==> src/rtl/round_sequencer.sv <==
// -----------------------------------------------------------------------------
// round_sequencer
//
// Iterative AES round sequencer. Accepts one 128-bit block at a time, applies
// the initial AddRoundKey itself, then drives an external shared round
// datapath once per cycle for NUM_ROUNDS cycles. The round-key index for an
// external key store is generated every cycle. The finished block is held
// until the consumer takes it.
//
// Parameters
//   NUM_ROUNDS  rounds per block (10, 12 or 14)
//   CTR_W       width of the round counter and of rk_index
//
// Ports
//   clock        single clock, rising edge
//   reset_n      asynchronous active-low reset
//   in_valid     a new block is offered
//   in_ready     block accepted this cycle (IDLE and no flush)
//   in_data      plaintext / ciphertext block
//   in_decrypt   1 = run the inverse cipher for the offered block
//   flush        synchronous abort, returns to IDLE next cycle
//   rk_index     round-key index to the key store
//   rk_data      round key for rk_index (combinational, same cycle)
//   rnd_in       state fed to the round datapath
//   rnd_key      round key fed to the round datapath
//   rnd_final    final-round variant (no (Inv)MixColumns)
//   rnd_inverse  inverse round datapath select
//   rnd_out      combinational result of the round datapath
//   out_valid    out_data holds a finished block
//   out_ready    consumer takes out_data this cycle
//   out_data     finished block
//   busy         high while a block is in ROUND or DONE
// -----------------------------------------------------------------------------
module round_sequencer #(
   parameter int NUM_ROUNDS = 10,
   parameter int CTR_W      = 4
) (
   input  logic             clock,
   input  logic             reset_n,
   input  logic             in_valid,
   output logic             in_ready,
   input  logic [127:0]     in_data,
   input  logic             in_decrypt,
   input  logic             flush,
   output logic [CTR_W-1:0] rk_index,
   input  logic [127:0]     rk_data,
   output logic [127:0]     rnd_in,
   output logic [127:0]     rnd_key,
   output logic             rnd_final,
   output logic             rnd_inverse,
   input  logic [127:0]     rnd_out,
   output logic             out_valid,
   input  logic             out_ready,
   output logic [127:0]     out_data,
   output logic             busy
);

   localparam logic [CTR_W-1:0] LAST = CTR_W'(NUM_ROUNDS);

   typedef enum logic [1:0] {
      StIdle,
      StRound,
      StDone
   } state_e;

   state_e           st_q, st_d;
   logic [127:0]     blk_q, blk_d;
   logic             mode_q, mode_d;
   logic [CTR_W-1:0] r_q, r_d;
   logic             accept;

   // -------------------------------------------------------------------------
   // State register
   // -------------------------------------------------------------------------
   always_ff @(posedge clock or negedge reset_n) begin
      if (!reset_n) begin
         st_q   <= StIdle;
         blk_q  <= '0;
         mode_q <= 1'b0;
         r_q    <= '0;
      end else begin
         st_q   <= st_d;
         blk_q  <= blk_d;
         mode_q <= mode_d;
         r_q    <= r_d;
      end
   end

   // -------------------------------------------------------------------------
   // Handshake and round-datapath control
   // -------------------------------------------------------------------------
   always_comb begin
      in_ready    = (st_q == StIdle) && !flush;
      accept      = in_valid && in_ready;
      rk_index    = '0;
      rnd_final   = 1'b0;
      rnd_inverse = 1'b0;
      unique case (st_q)
         // Key for the initial AddRoundKey: the inverse cipher starts from the
         // last round key, so the index follows in_decrypt before acceptance.
         StIdle: rk_index = in_decrypt ? LAST : '0;
         StRound: begin
            rk_index    = mode_q ? (LAST - r_q) : r_q;
            rnd_final   = (r_q == LAST);
            rnd_inverse = mode_q;
         end
         default: ;
      endcase
   end

   assign rnd_in    = blk_q;
   assign rnd_key   = rk_data;
   assign out_valid = (st_q == StDone);
   assign out_data  = blk_q;
   assign busy      = (st_q == StRound) || (st_q == StDone);

   // -------------------------------------------------------------------------
   // Next state
   // -------------------------------------------------------------------------
   always_comb begin
      st_d   = st_q;
      blk_d  = blk_q;
      mode_d = mode_q;
      r_d    = r_q;
      if (flush) begin
         // Abort wins over both accept and the output handshake.
         st_d = StIdle;
         r_d  = '0;
      end else begin
         unique case (st_q)
            StIdle: begin
               if (accept) begin
                  blk_d  = in_data ^ rk_data;
                  mode_d = in_decrypt;
                  r_d    = {{(CTR_W-1){1'b0}}, 1'b1};
                  st_d   = StRound;
               end
            end
            StRound: begin
               blk_d = rnd_out;
               // Counter saturates at LAST; it never wraps.
               if (r_q == LAST) begin
                  st_d = StDone;
               end else begin
                  r_d = r_q + 1'b1;
               end
            end
            StDone: begin
               if (out_ready) begin
                  st_d = StIdle;
                  r_d  = '0;
               end
            end
            default: begin
               st_d = StIdle;
               r_d  = '0;
            end
         endcase
      end
   end

   // -------------------------------------------------------------------------
   // Invariants
   // -------------------------------------------------------------------------
   a_rounds_legal: assert property (@(posedge clock)
      (NUM_ROUNDS == 10) || (NUM_ROUNDS == 12) || (NUM_ROUNDS == 14));

   a_r_in_range: assert property (@(posedge clock) disable iff (!reset_n)
      (st_q == StRound) |-> ((r_q != '0) && (r_q <= LAST)));

   a_rk_in_range: assert property (@(posedge clock) disable iff (!reset_n)
      rk_index <= LAST);

   a_done_stable: assert property (@(posedge clock) disable iff (!reset_n)
      (out_valid && !out_ready && !flush) |=> (out_valid && $stable(out_data)));

endmodule

==> config.mk <==
export PLATFORM = sky130hd
export DESIGN_NAME = round_sequencer
export DESIGN_NICKNAME = d
export VERILOG_FILES = /design/src/rtl/round_sequencer.sv
export SDC_FILE = /design/constraint.sdc
export NUM_CORES = 1
export LEC_CHECK = 0
export CORE_AREA = 3 3 306 308
export CTS_CLUSTER_SIZE = 10
export DETAILED_ROUTE_END_ITERATION = 10
export DIE_AREA = 0 0 309 311
export DONT_BUFFER_PORTS = 1
export SLEW_MARGIN = 10
export SYNTH_ARGS = -nofsm -noshare
export SYNTH_HDL_FRONTEND = slang
export SYNTH_SLANG_ARGS = --single-unit
==> constraint.sdc <==
create_clock -name clock -period 3.1 [get_ports clock]
set_clock_uncertainty 0.2 [all_clocks]
set_input_delay 0.93 -clock clock [delete_from_list [all_inputs] [get_ports clock]]
set_output_delay 0.93 -clock clock [all_outputs]
set_load 0.02 [all_outputs]
# == Word-level counts from Yosys, hierarchy flattened ==
# Cells that the tools add are included.
# word_totals
reg_bits,135
elab_cells,43
output_inout_bits,393
inputBits,390
# classes
eq_ne,8
reduce_logical,10
mux,17
bitwise,2
add_sub_neg,2
# op_table
operator,n
$pmux 128 s2,1
$mux 128,1
$xor 128x128->128,1
$mux 4,6
$pmux 4 s3,1
$reduce_and 3->1,4
$ne 3x3->1 const B,3
$mux 2,4
$pmux 4 s2,1
$pmux 2 s3,1
$add 4x1->4 const B,1
$eq 4x4->1 const B,1
$sub 4x4->4 const A,1
$ne 3x2->1 const B,1
$eq 2x1->1 const B,1
$eq 2x2->1 const B,1
$logic_and 1x1->1,2
$logic_not 2->1,1
$mux 1,2
$ne 2x2->1 const B,1
$reduce_bool 2->1,1
$logic_not 1->1,1
$logic_or 1x1->1,1
$not 1->1,1

# == Depth between registers and ports, before layout ==
# Gate-level depths: netlist of run 1.
# logic_depth
word_depth,6
ltp_mapped,10
ltp_nobuf,6

# == Worst setup path after synthesis of run 1 ==
# No wires, ideal clock.
# synth_timing
path_kind,flip-flop to output port
start,reg st_q[1]
end,out rk_index[1]
setup_slack_ns,0.519
path_stages_with_launch,6
arrival_time_ns,1.451
n_path_buf,2
t_required_ns,1.970
cell_sequence,dfrtp_1 inv_1 ha_1 clkbuf_1 clkbuf_1 a22o_1
# synth_between
elab_chain_len,2
word_cells_on_any_way,3
cone_classes,1 x eq/ne; 1 x mux; 1 x reduce/logical
# synth_rtl
element,line_no,rtl
from (decl),66,"state_e st_q, st_d;"
from (signal assigned),77,st_q <= StIdle;
from (signal assigned),82,st_q <= st_d;
$eq 2x1->1 / $logic_not 2->1 (equally long branches),98,unique case (st_q)
$pmux 4 s2 *,98,
to (decl),45,"output logic [CTR_W-1:0] rk_index,"
# Every way passes the cells marked *; elsewhere a longest branch is shown, timed or not.

# == Worst setup path in the final report of run 1 ==
# layout_timing
start,reg r_q[0]
end,out rk_index[1]
# layout_between
elab_chain_len,3
# layout_rtl
element,line_no,rtl
from (decl),69,"logic [CTR_W-1:0] r_q, r_d;"
from (signal assigned),85,r_q <= r_d;
$sub 4x4->4,103,rk_index = mode_q ? (LAST - r_q) : r_q;
$mux 4,103,
$pmux 4 s2,98,
# No other way between the ends.

==> summary.txt, run 1 <==
Route
  • DR WL/cell: 19.4 um
  • Iter 0 DRT Violations: 331
  • Routed wire length: 40100 um
  • Final ANT Viol Nets: 0
  • Pre-antenna DRT Iters: 4
  • DR vias: 6429
  • DRC viols: 0
  • Post-DR vias/cell: 3.11

STA
  • Relative slew slack: 0.457
  • Final Max Tran Viols: 0
  • Worst setup margin: 0.165 ns
  • Slew @ Worst Pin: 0.809 ns
  • Final worst path period need: 2.94 ns
  • RSZ-0062 raised after global routing: no
  • Post-route setup TNS: 0 ns
  • # setup viols final: 0
  • F_max: 341 MHz
  • Hold_ws: -0.0489 ns
  • Hold Fails Final Rpt: 105
  • Period Utilization, post-route: 0.947

Critical path
  • CP Cell Sequence: inv_1 -> ha_1 -> mux2_2 -> a22o_1
  • Critical path arrival: 1.81 ns
  • CP required: 1.97 ns
  • Slowest stage cell, crit path: dfrtp_2
  • FF-to-FF Start: st_q[0]
  • R2R depth: 6
  • CP max FO: 7
  • Critical Path Source: r_q[0]
  • FF-to-FF End: out_data[18]
  • CP endpoint: rk_index[1]
  • Largest stage delay on the critical path: 0.42 ns
  • Setup crit end kind: primary output
  • WS Path Type: flop to primary output
  • R2R setup slack: 0.63 ns
  • CP startpoint kind: flop

Clocking
  • Clock Tree Buf Depth: 2
  • Worst-Skew Late Latency: 0.47 ns
  • Clock transition at path regs: 0.07 ns
  • Post-CTS setup buffers: 0
  • Clock root buffer: clkbuf_16
  • CTS tree: yes
  • Htree depth: 4
  • Clock net sink count: 135
  • CTS buffer count: 17

Final layout
  • Final nets: 1260
  • Area grow syn2layout: 2.34%
  • Finished Cell Area: 9520 um2
  • Share of cells above drive strength 1: 0.0627
  • Filler cells: 10600

Floorplanning
  • Die area: 96100 um2
  • Die Y: 311 um
  • Initial Util: 0.102
  • DIE WIDTH: 309 um
  • IO Pins: 783
  • Core area: 91400 um2
  • Std cell rows: 111

Place
  • Global placement routability congestion: 0.921
  • Placed inst area: 8840 um2
  • Port Buffers: 0
  • DP HPWL: 33000 um
  • Pre-CTS setup slack: 0.519 ns

Yosys
  • Post-Syn Nets: 1534
  • Asr flop ratio synth: 1.00
  • Top cells by count, synth: buf_4, dfrtp_1, nand2_1, a21oi_1, xnor2_1
  • Synth Area per Inst: 8.17 um2
  • Top area cells in the synthesized netlist: dfrtp_1, buf_4, xnor2_1
  • Synth Register Bits: 135
  • Synth cell types: 30
  • Yosys warnings: 0
  • Synth top area share: 0.363
  • Main flop type after synthesis: dfrtp_1
  • Synthesized area: 9300 um2
  • Cells after synthesis: 1139
  • EDFF count, synth: 0
  • Seq/Total Area, Yosys: 0.363
  • Largest area contributor in the netlist: dfrtp_1
  • Top-count cell post-synth: buf_4

Outcome
  • Status: finished with violations
  • Failing checks: negative hold slack

GRT
  • Tot GR Track Use: 0.0815
  • Largest net degree at the start of global routing: 136
  • Aggregate global routing overflow: 0
  • Number of global-route vias before repair: 6332
  • Initial antenna violation count: 12
  • First-pass GRT wire length: 52400 um

Power and ir drop
  • Leak: 3.52 nW
  • PwrDens: 1070 nW/um2
  • VDD IR max: 0.348 mV

Run
  • Max-cap violations: 0

Min path
  • HP Class: input port to async pin
-- routing by layer --
metal  wire, um  track usage  vias to the layer above  part of all wire
met5         58            0                        -            0.0014
li1           -            -                     2894                 -
met1      16200       0.0924                     2953              0.40
met2      16300        0.113                      491              0.41
met4       2290       0.0558                        8             0.057
met3       5290       0.0493                       83              0.13
-- critical path: cells and delay by family, from the launching register on --
| family | cells | cell delay [ns] |
|---|---|---|
| AO/OA/AOI/OAI | 1 | 0.27 |
| multiplexers | 1 | 0.27 |
| adder cells (fa/ha/maj) | 1 | 0.31 |
| flip-flops | 1 | 0.42 |
| buffers and inverters | 1 | 0.07 |
-- cell type report --
cell class / instances / area, um2 / area share
clock buffer: 19 / 443 / 0.0465
clock inverter: 12 / 224 / 0.0235
tap: 1186 / 1480 / 0.156
inverter: 4 / 15.0 / 0.00158
multi-input combinational: 687 / 3720 / 0.391
antenna: 5 / 12.5 / 0.00131
sequential: 135 / 3380 / 0.355
timing repair buffer: 20 / 238 / 0.0250
-- registers in the layout (all words and copies together), names as in the netlist --
register and count:
out_data 128, r_q 4, st_q 2, mode_q 1
-- cells by family after synthesis --
kind of cell | after synthesis | synth area share
buffers and inverters | 317 | 0.238
xor gates and xnor gates | 130 | 0.122
AOI/OAI and AO/OA | 271 | 0.149
and+or+nand+nor | 278 | 0.117
adders and majority gates | 5 | 0.00672
DFF | 135 | 0.363
muxes | 3 | 0.00350
-- how the worst min path moves through the flow --
| stage | from | endpoint | slack, ns | cells after the start |
|---|---|---|---|---|
| after floorplan | st_q[1] | st_q[1] | 0.32 | 2 |
| after global placement | st_q[1] | st_q[1] | 0.35 | 2 |
| after detailed placement | st_q[1] | st_q[1] | 0.35 | 2 |
| after CTS | reset_n | out_data[51] | -0.14 | 0 |
| after global routing | reset_n | out_data[51] | -0.12 | 0 |
| final | reset_n | out_data[51] | -0.05 | 0 |
-- where the power goes --
part,internal (W),switching (W)
Combinational,0.000799,0.00120
Clock,0.00153,0.000929
Sequential,0.00253,0.00323
Total,0.00485,0.00536
-- what timing repair did --
item                                    CTS  global route
gates resized for setup                   0             1
endpoints found under the hold margin   135           135
endpoints found under the setup margin    0             1
-- cell usage in the layout (no fill, tap or decap), types with 2 or more instances in the layout --
master / synthesis / layout
o21ai_0: 91 / 91
inv_1: 4 / 4
a22o_1: 2 / 2
a211oi_1: 2 / 2
clkbuf_16: 0 / 17
buf_12: 0 / 7
nand2_1: 134 / 134
dfrtp_1: 135 / 134
nor2b_1: 3 / 3
o21ai_1: 40 / 40
and2_1: 3 / 3
ha_1: 5 / 4
nor2_1: 128 / 128
o2bb2ai_1: 2 / 2
diode_2: 0 / 5
nand2b_1: 2 / 2
clkinv_4: 0 / 2
nand3b_1: 3 / 3
xnor2_1: 130 / 130
bufinv_16: 0 / 6
buf_4: 256 / 13
clkinv_2: 0 / 2
a21oi_1: 131 / 131
mux2_2: 2 / 2
-- stage by stage --
| stage | utilization | std cells | hold WS, ns | total power (W) |
|---|---|---|---|---|
| floorplan | - | 1139 | 0.316 | 0.00820 |
| global placement | 0.0967 | 2032 | 0.348 | 0.00775 |
| detailed placement | 0.0967 | 2032 | 0.351 | 0.00784 |
| CTS | 0.104 | 2063 | -0.138 | 0.0104 |
| global route | 0.104 | 2066 | -0.119 | 0.0109 |
| finish | 0.104 | 2068 | -0.0489 | 0.0102 |
(Power assumes the default switching activity.)
==> inputs of run 2 (changes only) <==
- CORE_AREA: 3 3 306 308 -> 3 3 302 304
- DIE_AREA: 0 0 309 311 -> 0 0 305 307
- SLEW_MARGIN: 10 -> default
==> run 2 against run 1 <==
  * The flow still finishes with violations (negative hold slack)
  * Flip-flop and latch count unchanged
  * Worst setup slack worse by 0.034 ns
  * Maximum frequency down 1.1%
  * Power down 2.2%
  * Sequential power up 0.9%
  * Worst hold slack worse by 0.0077 ns
==> summary.txt, run 2 (synthesis results as in run 1) <==
Outcome
  • Status: finished with violations (unchanged)
  • Failing checks: negative hold slack (unchanged)

Clocking
  • Clock root buffer: clkbuf_16 (unchanged)
  • Htree depth: 4 (unchanged)
  • CTS buffer count: 17 (unchanged)
  • Clock net sink count: 135 (unchanged)
  • Clock Tree Buf Depth: 2 (unchanged)
  • Post-CTS setup buffers: 0 (unchanged)
  • Clock transition at path regs: 0.06 ns (was 0.07 ns)
  • CTS tree: yes (unchanged)
  • Worst-Skew Late Latency: 0.48 ns (was 0.47 ns)

Critical path
  • FF-to-FF Start: st_q[1] (was st_q[0])
  • CP required: 1.97 ns (about the same)
  • Setup crit end kind: primary output (unchanged)
  • R2R depth: 6 (unchanged)
  • Worst Path Buf+Inv: 1 (unchanged)
  • WS Path Type: flop to primary output (unchanged)
  • R2R setup slack: 0.76 ns (was 0.63 ns)
  • CP startpoint kind: flop (unchanged)
  • Slowest stage cell, crit path: dfrtp_1 (was dfrtp_2)
  • Critical path arrival: 1.84 ns (was 1.81 ns)
  • FF-to-FF End: out_data[44] (was out_data[18])
  • CP max FO: 7 (unchanged)
  • Largest stage delay on the critical path: 0.45 ns (was 0.42 ns)
  • CP Cell Sequence: inv_1 -> ha_1 -> mux2_2 -> a22o_1 (unchanged)
  • CP top delay family: flip-flops (unchanged)

Final layout
  • Area grow syn2layout: 0.753% (was 2.34%)
  • Commonest non-fill, non-tap cells in the layout: dfrtp_1, nand2_1, a21oi_1 (was nand2_1, dfrtp_1, a21oi_1)
  • Most common cell after layout, fill and taps aside: dfrtp_1
  • Share of cells above drive strength 1: 0.0594 (was 0.0627)
  • Largest register FFs: 128 (unchanged)
  • Final nets: 1258 (was 1260)
  • Fin cells: 2045 (was 2068)

Route
  • Final ANT Viol Nets: 0 (unchanged)
  • DR WL/cell: 18.7 um (was 19.4 um)
  • DR vias: 6479 (was 6429)
  • DRC viols: 0 (unchanged)
  • Iter 0 DRT Violations: 361 (was 331)
  • Pre-antenna DRT Iters: 7 (was 4)
  • Post-DR vias/cell: 3.17 (was 3.11)
  • Routed wire length: 38300 um (was 40100 um)

Floorplanning
  • Core area: 88500 um2 (was 91400 um2)
  • Die area: 93600 um2 (was 96100 um2)
  • Std cell rows: 109 (was 111)
  • Initial Util: 0.105 (was 0.102)
  • IO Pins: 783 (unchanged)
  • DIE WIDTH: 305 um (was 309 um)
  • Die Y: 307 um (was 311 um)

GRT
  • Initial antenna violation count: 11 (was 12)
  • First-pass GRT wire length: 50300 um (was 52400 um)
  • Aggregate global routing overflow: 0 (unchanged)
  • Tot GR Track Use: 0.0796 (was 0.0815)
  • Number of global-route vias before repair: 6368 (was 6332)
  • Largest net degree at the start of global routing: 155 (was 136)

STA
  • RSZ-0062 raised after global routing: no (unchanged)
  • Final worst path period need: 2.97 ns (was 2.94 ns)
  • F_max: 337 MHz (was 341 MHz)
  • Post-route setup TNS: 0 ns (unchanged)
  • Period Utilization, post-route: 0.958 (was 0.947)
  • # setup viols final: 0 (unchanged)
  • Relative slew slack: 0.433 (was 0.457)
  • Worst setup margin: 0.131 ns (was 0.165 ns)
  • Hold Fails Final Rpt: 126 (was 105)
  • Hold_ws: -0.0565 ns (was -0.0489 ns)
  • Final Max Tran Viols: 0 (unchanged)
  • Slew @ Worst Pin: 0.851 ns (was 0.809 ns)

Power and ir drop
  • Clk network pwr share: 0.220 (was 0.240)
  • Switching part of the total: 0.543 (was 0.525)
  • Comb power frac: 0.198 (was 0.196)
  • PwrDens: 1070 nW/um2 (about the same)
  • Int Power: 0.00456 W (was 0.00485 W)
  • VDD IR max: 0.425 mV (was 0.348 mV)
  • Leak: 3.46 nW (was 3.52 nW)
  • Sequential cell fraction of total power: 0.582 (was 0.564)
  • Switching pwr: 0.00542 W (was 0.00536 W)

Place
  • Placed Cells: 2009 (was 2032)
  • DP HPWL: 31200 um (was 33000 um)
  • Pre-CTS setup slack: 0.626 ns (was 0.519 ns)
  • Global placement routability congestion: 0.949 (was 0.921)
  • Port Buffers: 0 (unchanged)

Min path
  • HP Class: input port to async pin (unchanged)

Run
  • Max-cap violations: 0 (unchanged)
[run 2: final cells by class]
class / instances / area, um2
diodes: 4 / 10.0
clock buffers: 19 / 433
clock inverters: 13 / 169
fillers: 10300 / 79100
inverters: 4 / 15.0
multi-input cells: 687 / 3720
flip-flops and latches: 135 / 3380
well taps: 1165 / 1460
repair buffers: 18 / 185
[run 2: worst max-delay path by stage]
stage | to | from | cells past startpoint
6_report | rk_index[1] | r_q[0] | 4
5_1_grt | rk_index[1] | r_q[0] | 4
4_1_cts | rk_index[1] | r_q[0] | 4
3_5_place_dp | in_ready | flush | 1
3_3_place_gp | in_ready | flush | 1
2_1_floorplan | rk_index[1] | st_q[1] | 5
[run 2: power groups by stage]
stage | combinational, W | sequential [W] | clock, W
after detailed placement | 0.00202 | 0.00583 | 0
after global routing | 0.00232 | 0.00592 | 0.00241
after floorplan | 0.00402 | 0.00418 | 0
after CTS | 0.00201 | 0.00580 | 0.00236
final | 0.00198 | 0.00581 | 0.00220
after global placement | 0.00193 | 0.00582 | 0
[run 2: layer usage]
metal	wire (um)	GRT usage
met1	14900	0.0870
met2	15800	0.109
met3	5330	0.0521
met4	2220	0.0570
met5	103	0.00708
[run 2: stage by stage]
stage / area, um2 / hold slack (ns) / total power (W) / utilization
finish: 9370 / -0.0565 / 0.00999 / 0.106
global route: 9370 / -0.128 / 0.0107 / 0.106
CTS: 9360 / -0.146 / 0.0102 / 0.106
detailed placement: 8760 / 0.361 / 0.00785 / 0.0990
global placement: 8760 / 0.352 / 0.00775 / 0.0990
floorplan: 9300 / 0.316 / 0.00820 / -
[run 2: what timing repair did]
item                                    in CTS  in global routing
endpoints found under the setup margin       0                  0
gates resized for setup                      0                  0
endpoints found under the hold margin      135                135
==> inputs of run 3 (changes only) <==
- SLEW_MARGIN: default -> 20
==> results of run 3 <==
Same layout as run 2: the final DEF is identical, and so are final timing and power.
